`config.mk`:
```
export PLATFORM = sky130hd
export DESIGN_NAME = bus_arbiter_2
export DESIGN_NICKNAME = d
export VERILOG_FILES = /design/src/rtl/bus_arb_pkg.sv /design/src/rtl/bus_arbiter_2_watchdog.sv /design/src/rtl/bus_arbiter_2.sv
export SDC_FILE = /design/constraint.sdc
export NUM_CORES = 1
export LEC_CHECK = 0
export CORE_AREA = 2 2 123 125
export CTS_BUF_LIST = sky130_fd_sc_hd__clkbuf_2 sky130_fd_sc_hd__clkbuf_4 sky130_fd_sc_hd__clkbuf_8
export DETAILED_ROUTE_END_ITERATION = 7
export DIE_AREA = 0 0 125 127
export GPL_TIMING_DRIVEN = 0
export PLACE_DENSITY = 0.59
export SYNTH_ARGS = -nofsm -noshare
export SYNTH_HDL_FRONTEND = slang
export SYNTH_HIERARCHICAL = 1
export SYNTH_SLANG_ARGS = --single-unit
```
`constraint.sdc`:
```
create_clock -name clk -period 2.58 [get_ports clk]
set_input_delay 0.387 -clock clk [delete_from_list [all_inputs] [get_ports clk]]
set_output_delay 0.387 -clock clk [all_outputs]
set_load 0.02 [all_outputs]
```
`src/rtl/bus_arb_pkg.sv`:
```
// bus_arb_pkg: shared types and constants for the two-host bus arbiter.
//   arb_state_t : arbiter FSM states (IDLE, BUSY, RELEASE)
//   OWNER_*     : encoding of the debug 'owner' output
package bus_arb_pkg;

    typedef enum logic [1:0] {
        IDLE    = 2'd0,
        BUSY    = 2'd1,
        RELEASE = 2'd2
    } arb_state_t;

    localparam logic [1:0] OWNER_NONE = 2'b00;
    localparam logic [1:0] OWNER_H0   = 2'b01;
    localparam logic [1:0] OWNER_H1   = 2'b10;

endpackage

```
`src/rtl/bus_arbiter_2_watchdog.sv`:
```
// bus_watchdog: transaction watchdog for the bus arbiter.
// Counts cycles from a transaction start and flags expiry when LIMIT
// cycles pass without completion.
//   clk, rst_n : clock, async active-low reset
//   start_i    : transaction granted; arms the counter from 0
//   clear_i    : disarm and clear (used once the arbiter has acted on expiry)
//   done_i     : normal completion this cycle; disarms and masks expiry
//   expired_o  : counter reached LIMIT with no completion this cycle
module bus_watchdog #(
    parameter int unsigned LIMIT = 1024
) (
    input  logic clk,
    input  logic rst_n,
    input  logic start_i,
    input  logic clear_i,
    input  logic done_i,
    output logic expired_o
);

    localparam int unsigned W = $clog2(LIMIT + 1);
    localparam logic [W-1:0] LIMIT_C = W'(LIMIT);

    logic [W-1:0] cnt_q, cnt_d;
    logic         run_q, run_d;

    always_comb begin
        cnt_d = cnt_q;
        run_d = run_q;
        if (clear_i || done_i) begin
            cnt_d = '0;
            run_d = 1'b0;
        end else if (start_i) begin
            cnt_d = '0;
            run_d = 1'b1;
        end else if (run_q && (cnt_q != LIMIT_C)) begin
            // saturate at LIMIT so expiry holds until acted on
            cnt_d = cnt_q + 1'b1;
        end
    end

    always_ff @(posedge clk or negedge rst_n) begin
        if (!rst_n) begin
            cnt_q <= '0;
            run_q <= 1'b0;
        end else begin
            cnt_q <= cnt_d;
            run_q <= run_d;
        end
    end

    // a coincident completion always beats expiry
    assign expired_o = run_q && (cnt_q == LIMIT_C) && !done_i;

endmodule

```
`src/rtl/bus_arbiter_2.sv`:
```
// bus_arbiter_2: two-host, one-target round-robin bus arbiter.
// Ownership is held from request until the target's ready pulse; address,
// write data/mask and read data pass through so downstream sees one host.
//
// Optional feature macro: BUS_ARBITER_TIMEOUT_EN
//   When defined, a watchdog forces completion after TIMEOUT_CYCLES in BUSY
//   and the sticky timeout_err output exists.
//
// Ports:
//   clk, rst_n                 : clock, async active-low reset
//   hN_addr/wdata/wmask        : host request payload
//   hN_wen/hN_ren              : host request level, held until hN_ready
//   hN_rdata/hN_ready          : host response (ready is a 1-cycle pulse)
//   t_addr/wdata/wmask/wen/ren : target-side request
//   t_rdata/t_ready            : target response
//   owner                      : debug, 00 none / 01 host0 / 10 host1
//   timeout_err                : sticky watchdog flag (feature only)
module bus_arbiter_2
    import bus_arb_pkg::*;
#(
    parameter int unsigned TIMEOUT_CYCLES = 1024,
    parameter logic [31:0] TIMEOUT_RDATA  = 32'hDEAD_BEEF
) (
    input  logic        clk,
    input  logic        rst_n,
    input  logic [31:0] h0_addr,
    input  logic [31:0] h0_wdata,
    input  logic [3:0]  h0_wmask,
    input  logic        h0_wen,
    input  logic        h0_ren,
    output logic [31:0] h0_rdata,
    output logic        h0_ready,
    input  logic [31:0] h1_addr,
    input  logic [31:0] h1_wdata,
    input  logic [3:0]  h1_wmask,
    input  logic        h1_wen,
    input  logic        h1_ren,
    output logic [31:0] h1_rdata,
    output logic        h1_ready,
    output logic [31:0] t_addr,
    output logic [31:0] t_wdata,
    output logic [3:0]  t_wmask,
    output logic        t_wen,
    output logic        t_ren,
    input  logic [31:0] t_rdata,
    input  logic        t_ready,
    output logic [1:0]  owner
`ifdef BUS_ARBITER_TIMEOUT_EN
    ,
    output logic        timeout_err
`endif
);

    if (TIMEOUT_CYCLES == 0) begin : g_bad_cfg
        $error("bus_arbiter_2: TIMEOUT_CYCLES must be nonzero");
    end

    arb_state_t  state_q;
    logic [1:0]  owner_q;
    logic        last_h1_q;   // 1: host1 was granted last

    logic busy, own_h0, own_h1;
    logic req0, req1, grant, grant_h1;
    logic expired, fin;
    logic [31:0] ret_rdata;

    assign busy   = (state_q == BUSY);
    assign own_h0 = busy && (owner_q == OWNER_H0);
    assign own_h1 = busy && (owner_q == OWNER_H1);

    assign req0  = h0_wen || h0_ren;
    assign req1  = h1_wen || h1_ren;
    assign grant = (state_q == IDLE) && (req0 || req1);
    // on a tie the host not granted last time wins
    assign grant_h1 = req1 && (!req0 || !last_h1_q);

`ifdef BUS_ARBITER_TIMEOUT_EN
    logic timeout_err_q;

    bus_watchdog #(
        .LIMIT(TIMEOUT_CYCLES)
    ) u_wdog (
        .clk      (clk),
        .rst_n    (rst_n),
        .start_i  (grant),
        .clear_i  (expired),
        .done_i   (busy && t_ready),
        .expired_o(expired)
    );

    assign timeout_err = timeout_err_q;
`else
    assign expired = 1'b0;
`endif

    // transaction ends on target ready, or on a forced watchdog completion
    assign fin       = t_ready || expired;
    assign ret_rdata = expired ? TIMEOUT_RDATA : t_rdata;

    always_comb begin
        t_addr   = '0;
        t_wdata  = '0;
        t_wmask  = '0;
        t_wen    = 1'b0;
        t_ren    = 1'b0;
        h0_rdata = '0;
        h0_ready = 1'b0;
        h1_rdata = '0;
        h1_ready = 1'b0;
        if (own_h0) begin
            t_addr   = h0_addr;
            t_wdata  = h0_wdata;
            t_wmask  = h0_wmask;
            t_wen    = h0_wen && !expired;
            t_ren    = h0_ren && !expired;
            h0_rdata = ret_rdata;
            h0_ready = fin;
        end else if (own_h1) begin
            t_addr   = h1_addr;
            t_wdata  = h1_wdata;
            t_wmask  = h1_wmask;
            t_wen    = h1_wen && !expired;
            t_ren    = h1_ren && !expired;
            h1_rdata = ret_rdata;
            h1_ready = fin;
        end
    end

    always_ff @(posedge clk or negedge rst_n) begin
        if (!rst_n) begin
            state_q   <= IDLE;
            owner_q   <= OWNER_NONE;
            last_h1_q <= 1'b1;
`ifdef BUS_ARBITER_TIMEOUT_EN
            timeout_err_q <= 1'b0;
`endif
        end else begin
            case (state_q)
                IDLE: begin
                    if (grant) begin
                        state_q   <= BUSY;
                        owner_q   <= grant_h1 ? OWNER_H1 : OWNER_H0;
                        last_h1_q <= grant_h1;
                    end
                end
                BUSY: begin
                    // a host dropping its request early does not end BUSY
                    if (fin) begin
                        state_q <= RELEASE;
                        owner_q <= OWNER_NONE;
                    end
`ifdef BUS_ARBITER_TIMEOUT_EN
                    if (expired) timeout_err_q <= 1'b1;
`endif
                end
                RELEASE: begin
                    // absorbs the cycle in which the finished host drops its request
                    state_q <= IDLE;
                end
                default: begin
                    state_q <= IDLE;
                    owner_q <= OWNER_NONE;
                end
            endcase
        end
    end

    assign owner = owner_q;

endmodule

```
# --- After elaboration in Yosys (flattened, before gate mapping) ---
# Index checks and enable logic that the tools add are counted.
# W data, S select, Z words.
classes:
  n_mux: 23
  eq_ne: 6
  n_reduce_logical: 14
  n_bitwise: 1
ops:
  columns: ["op", "n"]
  rows:
  - ["$mux W32", 7]
  - ["$mux W2", 5]
  - ["$mux W4", 2]
  - ["$mux W1", 7]
  - ["$pmux W2 S3", 1]
  - ["$eq A2 B1 Y1 const B", 2]
  - ["$eq A2 B2 Y1 const B", 2]
  - ["$logic_and A1 B1 Y1", 4]
  - ["$logic_or A1 B1 Y1", 4]
  - ["$ne A2 B2 Y1 const B", 2]
  - ["$pmux W2 S2", 1]
  - ["$reduce_and A2 Y1", 2]
  - ["$reduce_and A3 Y1", 1]
  - ["$logic_not A1 Y1", 2]
  - ["$logic_not A2 Y1", 1]
  - ["$not A1 Y1", 1]
totals:
  input_bits: 175
  wordCells: 47
  out_inout_bits: 138
  regBits: 5

# --- Longest topological paths before layout ---
logic_depth:
  ltp_word: 7
  ltp_mapped: 6
  mapped_depth_nobuf: 3

# --- Worst setup path before layout ---
# OpenSTA, ideal clock, no wires.
synth_path:
  path_kind: "reg2out"
  start: "register owner_q[0], in the netlist owner[0]"
  end: "output port h1_rdata[10]"
  arrival_time_ps: 1329
  slack_ps: 864
  stages_incl_launch_ff: 6
  required_ps: 2193
  path_buffers: 2
  path_cell_list: "dfrtp_1 > nand2b_1 > nor2_2 > buf_6 > buf_2 > and2_1"
synth_between:
  elab_chain_cells: 4
  elab_cells_between_ends: 6
  classes_between: "2 x eq/ne; 2 x mux; 2 x reduce/logical"
synth_lines:
  columns: ["element", "line", "rtl"]
  rows:
  - ["start: declaration", "bus_arbiter_2.sv:59", "logic [1:0] owner_q;"]
  - ["start signal: assignment", "bus_arbiter_2.sv:142", "owner_q <= grant_h1 ? OWNER_H1 : OWNER_H0;"]
  - ["$eq A2 B2 Y1", "bus_arbiter_2.sv:69", "assign own_h1 = busy && (owner_q == OWNER_H1);"]
  - ["$logic_and A1 B1 Y1", "bus_arbiter_2.sv:69", null]
  - ["$mux W32", "bus_arbiter_2.sv:118", "end else if (own_h1) begin"]
  - ["$mux W32 (*)", "bus_arbiter_2.sv:110", "if (own_h0) begin"]
  - ["end: declaration", "bus_arbiter_2.sv:38", "output logic [31:0] h1_rdata,"]
# Every way passes the cells marked *; elsewhere a longest branch is shown, timed or not.

# --- Final worst setup path ---
layout_path:
  start: "register owner_q[0], in the netlist owner[0]"
  end: "output port t_addr[31]"
layout_between:
  elab_chain_cells: 4
  elab_cells_between_ends: 6
  classes_between: "2 x eq/ne; 2 x mux; 2 x reduce/logical"
layout_lines:
  columns: ["element", "line", "rtl"]
  rows:
  - ["$eq A2 B2 Y1", "bus_arbiter_2.sv:69", null]
  - ["$logic_and A1 B1 Y1", "bus_arbiter_2.sv:69", null]
  - ["$mux W32", "bus_arbiter_2.sv:118", null]
  - ["$mux W32 (*)", "bus_arbiter_2.sv:110", null]
  - ["end: declaration", "bus_arbiter_2.sv:40", "output logic [31:0] t_addr,"]
# Marked as above.

==> results.md <==
* Static leakage at between 2 and 3 nW
* Status: completed
* Critical path type: reg -> out
* Dpl ws at around 0.10 ns
* Drt pass-1 iters at 4
* Yosys warns at 6
* Cell area after layout at 0.00487 mm2
* CP Max Fanout at 6
* CTS tree: built
* Dpl hpwl at 9470 um
* CTS clk-pin slew, worst paths at 0.04 ns
* Final Critical Period at approximately 2.5 ns
* Net Sw Power at between 1 and 1.5 mW
* Crit path buf inv count at 2
* Synthesized cell area at ~0.0015 mm2
* Via density at slightly above 4
* Routing usage on met1 at around 16%
* Die area at ~0.016 mm2
* Routed wire per std cell at 16.6 um
* Worst stage delay on the critical path at 0.65 ns
* Unrepaired setup endpoints after global routing: false
* Via count at 2,823
* WP data required at around 2.2 ns
* Pint at between 1 and 1.5 mW
* I/O Buffers at approximately 310
* Post-synth top cells: 71 x a22o_1, 64 x and2_1, 9 x buf_4, 6 x buf_2, 6 x buf_6
* Global-route wire length before repair at approximately 17,000 um
* Worst-skew pair later-pin latency at 0.22 ns
* Die Wd at 125 um
* Hold WC Path Type: in -> async
* I/O Pins at about 310
* Total global-route track usage at about an eighth
* Peak VDD IR at ~260 uV
* Met2 track demand over resource at ~23%
* CP Cell Sequence: nand2b_1 > nor2_4 > buf_4 > a22o_1 > clkdlybuf4s50_1
* Synth-to-Final Area Change at 228%
* Layout cells sized above 1 at 6.50%
* Pin count of the biggest net entering global routing at 11
* Grt peak-use layer: met2
* TritonCTS Buffers at 3
* Max-cap violation count at 0
* Maximum clock frequency at roughly 410 MHz
* Slew @ Worst Pin at ~0.35 ns
* Gate power share at just under 90%
* EDFF count, synth at 0
* Final GP Congestion at about 0.85
* Async set or reset register ratio after synthesis at 100%
* Predominant post-synthesis flop cell: dfrtp_1
* Post-DP Area at between 0.004 and 0.005 mm2
* Clock sinks at 5
* CTS H-tree lvls at 1
* PwrDens at between 400 and 500 mW/mm2
* Antenna-violating nets left at 0
* Hold Violations, Final at 0
* DRT iter0 DRCs at 82
* Sw frac at about 47%
* Worst setup EP type: output port
* Crit path depth at 5
* Arrival time of the worst setup path at roughly 2.1 ns
* Die Y at roughly 130 um
* Register area share after synthesis at between 8 and 9%
* Reg2reg setup slack at ~1.5 ns
* CTS Buffer Depth at 2
* Syn Nets at between 300 and 400
* M3 GR Usage at between 2 and 3%
* Clk_skew at ~0.0018 ns
* Critical R2R Capture: owner[0]
* Routed WL at between 10,000 and 15,000 um
* Largest area contributor in the netlist: a22o_1
* Critical Path Sink: t_addr[31]
* Total negative slack at 0 ns
* Reg power frac at 5.8%
* Worst Reg-to-Reg Cells at 4
* Max Slew Vio Count at 0
* Core ar. at about 0.014 mm2
* Share of the synthesized area in the top cell type at a little over two fifths
* CP Launch Type: flip-flop
* RR Startpoint: state_q[0]
* CP top delay family: buffers and inverters
* Count leader, synth: a22o_1
* Vias in the first global route at between 3,000 and 4,000
* Largest cells by area after synthesis: a22o_1 42%, and2_1 27%, dfrtp_1 6.7%
* Syn avg cell area at approximately 7.8 um2
* Fillers at 1,546
* Crit path launch: owner[0]
* Final Setup Violations at 0
* Starting Density at around 10%
* Final Cycle Share at approximately 95%
* Global route overflow at 0
* Num rows at 44
* Initial antenna violation count at 0
* Root Driver: clkbuf_8
* Slew HR at about three quarters
* Diodes inserted at 0
* Nets at 684
* Final WS setup at ~0.12 ns
* Yosys reg bits at 5
* Slowest CP cell: clkdlybuf4s50_1
* Mapped Cells at 190
* Clk network pwr share at approximately 7.1%
* Synth cell types at 25
* # DRC at 0
-- layout make-up --
type / instances / area (um2) / share of cell area [%]
clock buffers: 4 / 48.8 / 1.00
well taps: 184 / 230 / 4.73
inverters: 1 / 3.75 / 0.0770
plain buffers: 23 / 179 / 3.67
flip-flops and latches: 5 / 126 / 2.59
repair buffers: 314 / 3100 / 63.5
multi-input cells: 161 / 1190 / 24.4
-- metrics by stage --
stage | instances | total power [mW] | utilization [%] | hold WS [ns]
2_1_floorplan | 190 | 1.16 | - | 0.0914
3_3_place_gp | 686 | 2.27 | 33.6 | 0.543
3_5_place_dp | 686 | 2.27 | 33.6 | 0.548
4_1_cts | 691 | 2.30 | 33.3 | 0.417
5_1_grt | 692 | 2.40 | 33.8 | 0.425
6_report | 692 | 2.27 | 33.8 | 0.396
-- what timing repair did --
item,in CTS,in global routing
hold buffers,0,0
gates resized for setup,89,30
setup endpoints to repair,110,46
cloned,1,0
pin swaps,0,1
buffers inserted,0,1
-- cell families after synthesis --
kind of cell    after synthesis  share of synthesized area (%)
compound gates               78                           45.0
flops                         5                           8.50
buf+inv                      24                           11.9
simple gates                 83                           34.7
-- worst reg2reg max path: cells and delay by family (launching register included) --
family | cells | cell delay [ns]
and+or+nand+nor | 1 | 0.19
AOI/OAI and AO/OA | 2 | 0.25
DFF | 1 | 0.32
buffers and inverters | 1 | 0.16
-- per-layer routing --
| metal | share of wire, % | routed length, um | vias to the layer above |
|---|---|---|---|
| met4 | 1.7 | 201 | 0 |
| met2 | 48 | 5550 | 181 |
| li1 | - | - | 1350 |
| met1 | 42 | 4820 | 1282 |
| met3 | 8.2 | 947 | 10 |
| met5 | 0 | 0 | - |
-- power groups by stage --
| stage | combinational (mW) | clock [mW] | sequential [mW] |
|---|---|---|---|
| global route | 2.10 | 0.165 | 0.138 |
| detailed placement | 2.13 | 0 | 0.133 |
| global placement | 2.13 | 0 | 0.134 |
| CTS | 2.01 | 0.157 | 0.133 |
| finish | 1.98 | 0.161 | 0.133 |
| floorplan | 1.02 | 0 | 0.141 |
-- sequential cells by signal (all words and copies together), names as in the netlist --
register,count
state_q,2
owner,2
last_h1_q,1
-- worst min-delay path by stage --
| stage | end | cells past startpoint |
|---|---|---|
| 2_1_floorplan | owner[0] | 0 |
| 3_3_place_gp | state_q[0] | 1 |
| 3_5_place_dp | last_h1_q | 1 |
| 4_1_cts | owner[1] | 1 |
| 5_1_grt | state_q[1] | 1 |
| 6_report | owner[1] | 1 |
-- cell usage in the layout (no fill, tap or decap), types with 2 or more instances in the layout --
cell and count:
buf_4 10, clkbuf_8 3, and2_1 64, o21ai_0 2, nand2b_1 2, nor2_1 5
dlymetal6s2s_1 26, dlygate4sd2_1 86, dfrtp_1 4, buf_2 6, nand3b_1 2, a22o_1 71
buf_6 7, clkbuf_2 2, nand3_1 2, clkdlybuf4s50_1 200, o211ai_1 2
Note: power is estimated with default switching activity, not from simulation.
